`config.mk`:
```
export PLATFORM = sky130hd
export DESIGN_NAME = qam_fifo_arb_ctrl_flat
export DESIGN_NICKNAME = d
export VERILOG_FILES = /design/src/rtl/qam_fifo_arb_ctrl_if.sv /design/src/rtl/qam_fifo_arb_ctrl.sv /design/src/flat_wrapper.sv
export SDC_FILE = /design/constraint.sdc
export NUM_CORES = 1
export LEC_CHECK = 0
export BUFFER_PORTS_ARGS = -buffer_cell sky130_fd_sc_hd__buf_2
export CORE_MARGIN = 4
export CORE_UTILIZATION = 46
export DETAILED_ROUTE_END_ITERATION = 8
export GPL_ROUTABILITY_DRIVEN = 0
export PLACE_DENSITY = 0.88
export SLEW_MARGIN = 40
export SYNTH_ARGS = -nofsm -noshare
export SYNTH_HDL_FRONTEND = slang
export SYNTH_SLANG_ARGS = --single-unit
```
`constraint.sdc`:
```
create_clock -name clk -period 2.7 [get_ports clk]
set_clock_uncertainty 0.1 [all_clocks]
set_input_delay 0.135 -clock clk [delete_from_list [all_inputs] [get_ports clk]]
set_output_delay 0.135 -clock clk [all_outputs]
set_load 0.01 [all_outputs]
```
`src/rtl/qam_fifo_arb_ctrl_if.sv`:
```
// -----------------------------------------------------------------------------
// qam_fifo_arb_ctrl_if
//   Signal bundle between the QAM symbol FIFO controller, its two producers,
//   its consumer and the external fifo_mem instance.
//
//   Parameters : DATA_W symbol width, ADDR_W memory index width,
//                PTR_W pointer width presented to the memory (>= ADDR_W+1).
//   Modports   : slave  - the controller (qam_fifo_arb_ctrl)
//                master - the surrounding logic (producers, consumer, memory)
//   Groups     : req0_* / req1_* producer handshakes, pop/pop_valid consumer
//                handshake, mem_* memory port controls, full/empty/level/owner
//                status.
//   Optional   : QAM_FIFO_ERR_FLAG_EN adds err_clr, ovf_err and udf_err.
// -----------------------------------------------------------------------------
interface qam_fifo_arb_ctrl_if #(
  parameter int DATA_W = 8,
  parameter int ADDR_W = 2,
  parameter int PTR_W  = 4
);
  // Producer 0
  logic              req0_valid;
  logic              req0_last;
  logic [DATA_W-1:0] req0_data;
  logic              req0_ready;
  // Producer 1
  logic              req1_valid;
  logic              req1_last;
  logic [DATA_W-1:0] req1_data;
  logic              req1_ready;
  // Consumer
  logic              pop;
  logic              pop_valid;
  // Memory port controls
  logic              mem_wr_en;
  logic [PTR_W-1:0]  mem_wr_ptr;
  logic [DATA_W-1:0] mem_wr_data;
  logic              mem_rd_en;
  logic [PTR_W-1:0]  mem_rd_ptr;
  // Status
  logic              full;
  logic              empty;
  logic [ADDR_W:0]   level;
  logic [1:0]        owner;
`ifdef QAM_FIFO_ERR_FLAG_EN
  logic              err_clr;
  logic              ovf_err;
  logic              udf_err;
`endif

  modport slave (
    input  req0_valid, req0_last, req0_data,
    input  req1_valid, req1_last, req1_data,
    input  pop,
`ifdef QAM_FIFO_ERR_FLAG_EN
    input  err_clr,
    output ovf_err, udf_err,
`endif
    output req0_ready, req1_ready,
    output pop_valid,
    output mem_wr_en, mem_wr_ptr, mem_wr_data,
    output mem_rd_en, mem_rd_ptr,
    output full, empty, level, owner
  );

  modport master (
    output req0_valid, req0_last, req0_data,
    output req1_valid, req1_last, req1_data,
    output pop,
`ifdef QAM_FIFO_ERR_FLAG_EN
    output err_clr,
    input  ovf_err, udf_err,
`endif
    input  req0_ready, req1_ready,
    input  pop_valid,
    input  mem_wr_en, mem_wr_ptr, mem_wr_data,
    input  mem_rd_en, mem_rd_ptr,
    input  full, empty, level, owner
  );
endinterface : qam_fifo_arb_ctrl_if

```
`src/rtl/qam_fifo_arb_ctrl.sv`:
```
// -----------------------------------------------------------------------------
// qam_fifo_arb_ctrl
//   Controller for the 4-entry symbol FIFO (fifo_mem) of the QAM datapath.
//   - Shares the memory write port between two producers with round-robin,
//     burst-locked arbitration (IDLE / OWN0 / OWN1).
//   - Owns the write/read pointers and derives full, empty and level.
//   - Issues the read enable for an accepted pop and flags pop_valid one cycle
//     later, aligned with the memory's registered data_out.
//   The memory itself lives outside this block.
//
//   Ports:
//     clk    - single clock, all state on posedge
//     rst_n  - asynchronous active-low reset
//     fifo_if (qam_fifo_arb_ctrl_if.slave) - producer, consumer, memory and
//            status signals.
//
//   Optional feature macro: QAM_FIFO_ERR_FLAG_EN
//     When defined, sticky overflow / underflow flags are added (ovf_err,
//     udf_err) with a clear input (err_clr). When undefined those signals do
//     not exist and no error state is built.
// -----------------------------------------------------------------------------
module qam_fifo_arb_ctrl #(
  parameter int DATA_W = 8,
  parameter int ADDR_W = 2,
  parameter int PTR_W  = 4   // must be >= ADDR_W+1; extra upper bits read as 0
) (
  input  logic                   clk,
  input  logic                   rst_n,
  qam_fifo_arb_ctrl_if.slave     fifo_if
);

  typedef logic [ADDR_W:0] ptr_t;  // index bits plus one wrap bit

  typedef enum logic [1:0] {
    ST_IDLE = 2'd0,
    ST_OWN0 = 2'd1,
    ST_OWN1 = 2'd2
  } state_e;

  // ---------------------------------------------------------------------------
  // State
  // ---------------------------------------------------------------------------
  state_e state_q, state_d;
  logic   rr_last_q, rr_last_d;   // 1: producer 1 won the last IDLE pick
  ptr_t   wr_ptr_q, wr_ptr_d;
  ptr_t   rd_ptr_q, rd_ptr_d;
  logic   pop_valid_q, pop_valid_d;

  // ---------------------------------------------------------------------------
  // Status from current-state pointers only, so a same-cycle pop never makes
  // room for a push and a same-cycle push never feeds a pop.
  // ---------------------------------------------------------------------------
  logic full, empty;

  assign empty = (wr_ptr_q == rd_ptr_q);
  assign full  = (wr_ptr_q[ADDR_W-1:0] == rd_ptr_q[ADDR_W-1:0]) &&
                 (wr_ptr_q[ADDR_W]     != rd_ptr_q[ADDR_W]);

  // ---------------------------------------------------------------------------
  // Arbitration and handshake
  // ---------------------------------------------------------------------------
  logic [1:0]        valid_vec;
  logic [1:0]        grant;       // one-hot {req1,req0}; also the owner output
  logic [1:0]        ready;
  logic              push;
  logic              push_last;
  logic              pop_acc;
  logic [DATA_W-1:0] wr_data;

  assign valid_vec = {fifo_if.req1_valid, fifo_if.req0_valid};

  // NOTE: every signal assigned in this block gets a default first, so no path
  // leaves one unassigned and no latch is inferred.
  always_comb begin
    state_d   = state_q;
    rr_last_d = rr_last_q;
    grant     = 2'b00;

    case (state_q)
      ST_IDLE: begin
        // Round-robin only matters on contention: the producer that did not
        // win last time takes the pick.
        if (valid_vec == 2'b11) begin
          grant = rr_last_q ? 2'b01 : 2'b10;
        end else if (valid_vec[0]) begin
          grant = 2'b01;
        end else if (valid_vec[1]) begin
          grant = 2'b10;
        end
      end
      // A locked owner keeps the grant even while its valid is low.
      ST_OWN0: grant = 2'b01;
      ST_OWN1: grant = 2'b10;
      default: grant = 2'b00;
    endcase

    ready     = grant & {2{~full}};
    push      = |(ready & valid_vec);
    push_last = grant[1] ? fifo_if.req1_last : fifo_if.req0_last;
    wr_data   = grant[1] ? fifo_if.req1_data : fifo_if.req0_data;

    if (push) begin
      case (state_q)
        ST_IDLE: begin
          rr_last_d = grant[1];
          // A single-beat burst (last on its first beat) never locks.
          if (!push_last) begin
            state_d = grant[1] ? ST_OWN1 : ST_OWN0;
          end
        end
        ST_OWN0, ST_OWN1: begin
          if (push_last) begin
            state_d = ST_IDLE;
          end
        end
        default: state_d = ST_IDLE;
      endcase
    end
  end

  // Pop acceptance depends only on pop and the registered pointers; it has no
  // path into the producer ready signals.
  assign pop_acc     = fifo_if.pop && !empty;
  assign wr_ptr_d    = push    ? wr_ptr_q + ptr_t'(1) : wr_ptr_q;
  assign rd_ptr_d    = pop_acc ? rd_ptr_q + ptr_t'(1) : rd_ptr_q;
  assign pop_valid_d = pop_acc;

  // NOTE: state updates use non-blocking assignments so every register samples
  // the pre-edge values regardless of statement order.
  always_ff @(posedge clk or negedge rst_n) begin
    if (!rst_n) begin
      state_q     <= ST_IDLE;
      rr_last_q   <= 1'b1;      // producer 0 wins the first contention
      wr_ptr_q    <= '0;
      rd_ptr_q    <= '0;
      pop_valid_q <= 1'b0;
    end else begin
      state_q     <= state_d;
      rr_last_q   <= rr_last_d;
      wr_ptr_q    <= wr_ptr_d;
      rd_ptr_q    <= rd_ptr_d;
      pop_valid_q <= pop_valid_d;
    end
  end

  // ---------------------------------------------------------------------------
  // Outputs. The memory array is outside this block; its contents are never
  // cleared, and resetting the pointers is what discards buffered entries.
  // ---------------------------------------------------------------------------
  assign fifo_if.req0_ready  = ready[0];
  assign fifo_if.req1_ready  = ready[1];
  assign fifo_if.owner       = grant;
  assign fifo_if.mem_wr_en   = push;
  assign fifo_if.mem_wr_data = wr_data;
  assign fifo_if.mem_wr_ptr  = PTR_W'(wr_ptr_q);
  assign fifo_if.mem_rd_en   = pop_acc;
  assign fifo_if.mem_rd_ptr  = PTR_W'(rd_ptr_q);
  assign fifo_if.pop_valid   = pop_valid_q;
  assign fifo_if.full        = full;
  assign fifo_if.empty       = empty;
  assign fifo_if.level       = wr_ptr_q - rd_ptr_q;   // modulo 2**(ADDR_W+1)

`ifdef QAM_FIFO_ERR_FLAG_EN
  // ---------------------------------------------------------------------------
  // Sticky error flags. Overflow: the granted (owning or picked) producer
  // presents a beat while full. Underflow: a pop while empty. A set in the
  // same cycle as err_clr wins.
  // ---------------------------------------------------------------------------
  logic ovf_q, ovf_d;
  logic udf_q, udf_d;
  logic ovf_set, udf_set;

  assign ovf_set = full && |(grant & valid_vec);
  assign udf_set = fifo_if.pop && empty;

  always_comb begin
    ovf_d = ovf_q;
    udf_d = udf_q;
    if (fifo_if.err_clr) begin
      ovf_d = 1'b0;
      udf_d = 1'b0;
    end
    if (ovf_set) ovf_d = 1'b1;
    if (udf_set) udf_d = 1'b1;
  end

  always_ff @(posedge clk or negedge rst_n) begin
    if (!rst_n) begin
      ovf_q <= 1'b0;
      udf_q <= 1'b0;
    end else begin
      ovf_q <= ovf_d;
      udf_q <= udf_d;
    end
  end

  assign fifo_if.ovf_err = ovf_q;
  assign fifo_if.udf_err = udf_q;
`endif

endmodule : qam_fifo_arb_ctrl

```
`src/flat_wrapper.sv`:
```
// flat-port wrapper written by rule: the top's interface ports become plain ports
module qam_fifo_arb_ctrl_flat 
#(
  parameter int DATA_W = 8,
  parameter int ADDR_W = 2,
  parameter int PTR_W  = 4                                                     
)
  (clk, rst_n, fifo_if_req0_valid, fifo_if_req0_last, fifo_if_req0_data, fifo_if_req1_valid, fifo_if_req1_last, fifo_if_req1_data, fifo_if_pop, fifo_if_req0_ready, fifo_if_req1_ready, fifo_if_pop_valid, fifo_if_mem_wr_en, fifo_if_mem_wr_ptr, fifo_if_mem_wr_data, fifo_if_mem_rd_en, fifo_if_mem_rd_ptr, fifo_if_full, fifo_if_empty, fifo_if_level, fifo_if_owner);
  qam_fifo_arb_ctrl_if #(.DATA_W(DATA_W), .ADDR_W(ADDR_W), .PTR_W(PTR_W)) fifo_if_i ();
  input  logic clk;
  input  logic rst_n;
  input wire logic [$bits(fifo_if_i.req0_valid)-1:0] fifo_if_req0_valid;
  input wire logic [$bits(fifo_if_i.req0_last)-1:0] fifo_if_req0_last;
  input wire logic [$bits(fifo_if_i.req0_data)-1:0] fifo_if_req0_data;
  input wire logic [$bits(fifo_if_i.req1_valid)-1:0] fifo_if_req1_valid;
  input wire logic [$bits(fifo_if_i.req1_last)-1:0] fifo_if_req1_last;
  input wire logic [$bits(fifo_if_i.req1_data)-1:0] fifo_if_req1_data;
  input wire logic [$bits(fifo_if_i.pop)-1:0] fifo_if_pop;
  output wire logic [$bits(fifo_if_i.req0_ready)-1:0] fifo_if_req0_ready;
  output wire logic [$bits(fifo_if_i.req1_ready)-1:0] fifo_if_req1_ready;
  output wire logic [$bits(fifo_if_i.pop_valid)-1:0] fifo_if_pop_valid;
  output wire logic [$bits(fifo_if_i.mem_wr_en)-1:0] fifo_if_mem_wr_en;
  output wire logic [$bits(fifo_if_i.mem_wr_ptr)-1:0] fifo_if_mem_wr_ptr;
  output wire logic [$bits(fifo_if_i.mem_wr_data)-1:0] fifo_if_mem_wr_data;
  output wire logic [$bits(fifo_if_i.mem_rd_en)-1:0] fifo_if_mem_rd_en;
  output wire logic [$bits(fifo_if_i.mem_rd_ptr)-1:0] fifo_if_mem_rd_ptr;
  output wire logic [$bits(fifo_if_i.full)-1:0] fifo_if_full;
  output wire logic [$bits(fifo_if_i.empty)-1:0] fifo_if_empty;
  output wire logic [$bits(fifo_if_i.level)-1:0] fifo_if_level;
  output wire logic [$bits(fifo_if_i.owner)-1:0] fifo_if_owner;
  assign fifo_if_i.req0_valid = fifo_if_req0_valid;
  assign fifo_if_i.req0_last = fifo_if_req0_last;
  assign fifo_if_i.req0_data = fifo_if_req0_data;
  assign fifo_if_i.req1_valid = fifo_if_req1_valid;
  assign fifo_if_i.req1_last = fifo_if_req1_last;
  assign fifo_if_i.req1_data = fifo_if_req1_data;
  assign fifo_if_i.pop = fifo_if_pop;
  assign fifo_if_req0_ready = fifo_if_i.req0_ready;
  assign fifo_if_req1_ready = fifo_if_i.req1_ready;
  assign fifo_if_pop_valid = fifo_if_i.pop_valid;
  assign fifo_if_mem_wr_en = fifo_if_i.mem_wr_en;
  assign fifo_if_mem_wr_ptr = fifo_if_i.mem_wr_ptr;
  assign fifo_if_mem_wr_data = fifo_if_i.mem_wr_data;
  assign fifo_if_mem_rd_en = fifo_if_i.mem_rd_en;
  assign fifo_if_mem_rd_ptr = fifo_if_i.mem_rd_ptr;
  assign fifo_if_full = fifo_if_i.full;
  assign fifo_if_empty = fifo_if_i.empty;
  assign fifo_if_level = fifo_if_i.level;
  assign fifo_if_owner = fifo_if_i.owner;
  qam_fifo_arb_ctrl #(.DATA_W(DATA_W), .ADDR_W(ADDR_W), .PTR_W(PTR_W)) u_core (.clk(clk), .rst_n(rst_n), .fifo_if(fifo_if_i));
endmodule
```
==> impl_metrics.tcl <==
set metrics [dict create \
    start_kind "flip-flop" \
    pre_cts_ws_ns 0.417 \
    fill_cells 169 \
    fin_ws_ns 0.196 \
    synthesis.instances 90 \
    switching_share 0.479 \
    drtAntennaViolNets 0 \
    synth_top_flop_cell "dfrtp_1" \
    die_area_um2 2670 \
    synth.avg_cell_area_um2 9.73 \
    cts_buffers 3 \
    power.density_nw_per_um2 1390 \
    fin_crit_sh 0.927 \
    status "complete, no violations" \
    antenna_found_initial 0 \
    gr-usage-all-layers 0.174 \
    synthesis.area_um2 876 \
    vdd.ir_drop.worst_v 0.000598 \
    setup_viol 0 \
    clockRootBuffer "clkbuf_4" \
    design.core.area_um2 1760 \
    p_seq_frac 0.206 \
    hold_class "in -> reg" \
    critPathCaptureType "primary output" \
    clk_pin_slew_ns 0.06 \
    totalWireLength_um 2100 \
    diodes 0 \
    dieHeight_um 51.6 \
    yosys_register_bits 10 \
    htreeDepth 1 \
    routedWlPerCell_um 12.7 \
    seq_area_um2 251 \
    slew_violations 0 \
    power_leakage_uw 0.000605 \
    dpl.hpwl_um 1780 \
    power_uw 1600 \
    grt_pass1_vias 875 \
    drc 0 \
    die_x_um 51.6 \
    portBuffers 48 \
    reg2reg_slack_ns 0.38 \
    yosysSeqAreaShare 0.287 \
    synth-warning-count 0 \
    p_int_uw 834 \
    tns_ns 0 \
    cts.path.max_buffers 2 \
    synth_edf_count 0 \
    fin_crit_ns 2.50 \
    grt_pass1_wl_um 3510 \
    io_pins 51 \
    hold_violations 0 \
    power_frac_clock 0.065 \
    setup.worst_path.class "reg -> out" \
    synth.distinct_cells 40 \
    clk_latency_ns 0.26 \
    viasPerCell 5.01 \
    area_growth_pct 31.6 \
    grt_max_degree 13 \
    std_cell_rows 15 \
    grt-ovfl-total 0 \
    drt-pass1-iter-count 4 \
    async_flop_share 1.00 \
    fmax_mhz 399 \
    max_cap_viol_count 0 \
    multi_input_area_um2 544 \
    initial_core_util 0.496 \
    fin_nets 170 \
    cts-resized-gates 0 \
    drt_iter0_drc 12 \
    cts_tree "done" \
    cts_sinks 10 \
    p_sw_uw 768 \
    grt_setup_unrepaired "no" \
    crit_fanout 12 \
    layout-drive-gt1-share 0.493 \
    crit_arrival_ns 2.27 \
    num_vias 827 \
    worst_ep_required_time_ns 2.47 \
    pwr-share-comb 0.729 \
]
==> Yosys cell counts, types with 2 or more instances <==
| library cell | instances | area share |
|---|---|---|
| inv_1 | 9 | 0.039 |
| o21ai_0 | 4 | 0.023 |
| buf_4 | 3 | 0.026 |
| dfrtp_1 | 9 | 0.26 |
| nand2_1 | 11 | 0.047 |
| nor2_1 | 2 | 0.0086 |
| mux2i_1 | 3 | 0.034 |
| mux2_2 | 8 | 0.10 |
| xnor2_1 | 4 | 0.040 |
| a22oi_1 | 2 | 0.017 |
| ha_1 | 5 | 0.071 |
| buf_6 | 2 | 0.026 |
==> final cells by class <==
cell class	count	area share
Tap cell	25	0.0271
Inverter	9	0.0293
Sequential cell	10	0.218
Multi-Input combinational cell	66	0.472
Timing Repair Buffer	51	0.230
Clock buffer	4	0.0228
==> per-stage QoR <==
| stage | instance area [um2] | hold WS (ns) | utilization | std cells |
|---|---|---|---|---|
| 2_1_floorplan | 880 | -0.261 | - | 91 |
| 3_3_place_gp | 1120 | -0.0953 | 0.633 | 160 |
| 3_5_place_dp | 1120 | -0.0915 | 0.633 | 160 |
| 4_1_cts | 1150 | 0.0444 | 0.653 | 165 |
| 5_1_grt | 1150 | 0.0450 | 0.653 | 165 |
| 6_report | 1150 | 0.0498 | 0.653 | 165 |
==> what timing repair did <==
item / 4_1_cts / 5_1_grt
endpoints found under the hold margin: 10 / 0
hold buffers: 1 / 0
setup buffers: 0 / 0
==> final timing paths <==
path,from,end,cells after the start
worst min register to register,u_core.rd_ptr_q[0],u_core.rd_ptr_q[0],1
worst min-delay path,fifo_if_pop,u_core.fifo_if.pop_valid,2
worst max register to register,u_core.state_q[1],u_core.state_q[0],7
worst max-delay path,u_core.state_q[1],fifo_if_mem_wr_data[5],7
max in group asynchronous,rst_n,u_core.rr_last_q,2
min in group asynchronous,rst_n,u_core.state_q[0],2
==> flip-flops by register name, indices dropped and copies added (netlist names) <==
register	count
u_core.fifo_if.pop_valid	1
u_core.wr_ptr_q	3
u_core.rd_ptr_q	3
u_core.state_q	2
u_core.rr_last_q	1
==> worst max-delay path: stages (launching register included) <==
cell     delay [ns]
dfrtp_1        0.51
inv_1          0.15
ha_1           0.41
nand4_1        0.13
o21ai_1        0.13
buf_4          0.19
mux2_2         0.34
buf_2          0.14
==> power groups by stage <==
stage	registers, uW	logic (uW)	clock network (uW)
floorplan	331	840	0
global placement	326	1140	0
detailed placement	331	1170	0
CTS	329	1180	108
global route	343	1300	115
finish	330	1170	104
==> metal layers <==
layer,track usage,wire length [um],vias up
li1,-,-,405
met1,0.184,849,358
met4,0.0873,25,0
met3,0.0344,226,4
met2,0.324,1000,60
met5,0,0,-
==> cell usage in the layout (no fill, tap or decap), drive strengths merged, types with 2 or more instances in the layout <==
cell	instances
inv	9
mux2i	3
buf	50
mux2	10
dfrtp	9
a22oi	2
nand2	12
clkbuf	4
o21ai	5
xnor2	5
nor2b	2
conb	2
ha	5
nor2	3
==> cells by family (layout without fill, tap and decap cells) <==
| logic type | count (synthesis) | in the layout | share of synthesized area |
|---|---|---|---|
| simple gates | 23 | 23 | 0.146 |
| compound gates | 16 | 16 | 0.137 |
| buf+inv | 15 | 64 | 0.0957 |
| mux | 13 | 13 | 0.167 |
| flops | 10 | 10 | 0.287 |
| fa+ha+maj | 6 | 6 | 0.0943 |
| xor+xnor | 6 | 6 | 0.0686 |
| other cells | 1 | 2 | 0.00428 |
Power figures use the tool's default switching activity.
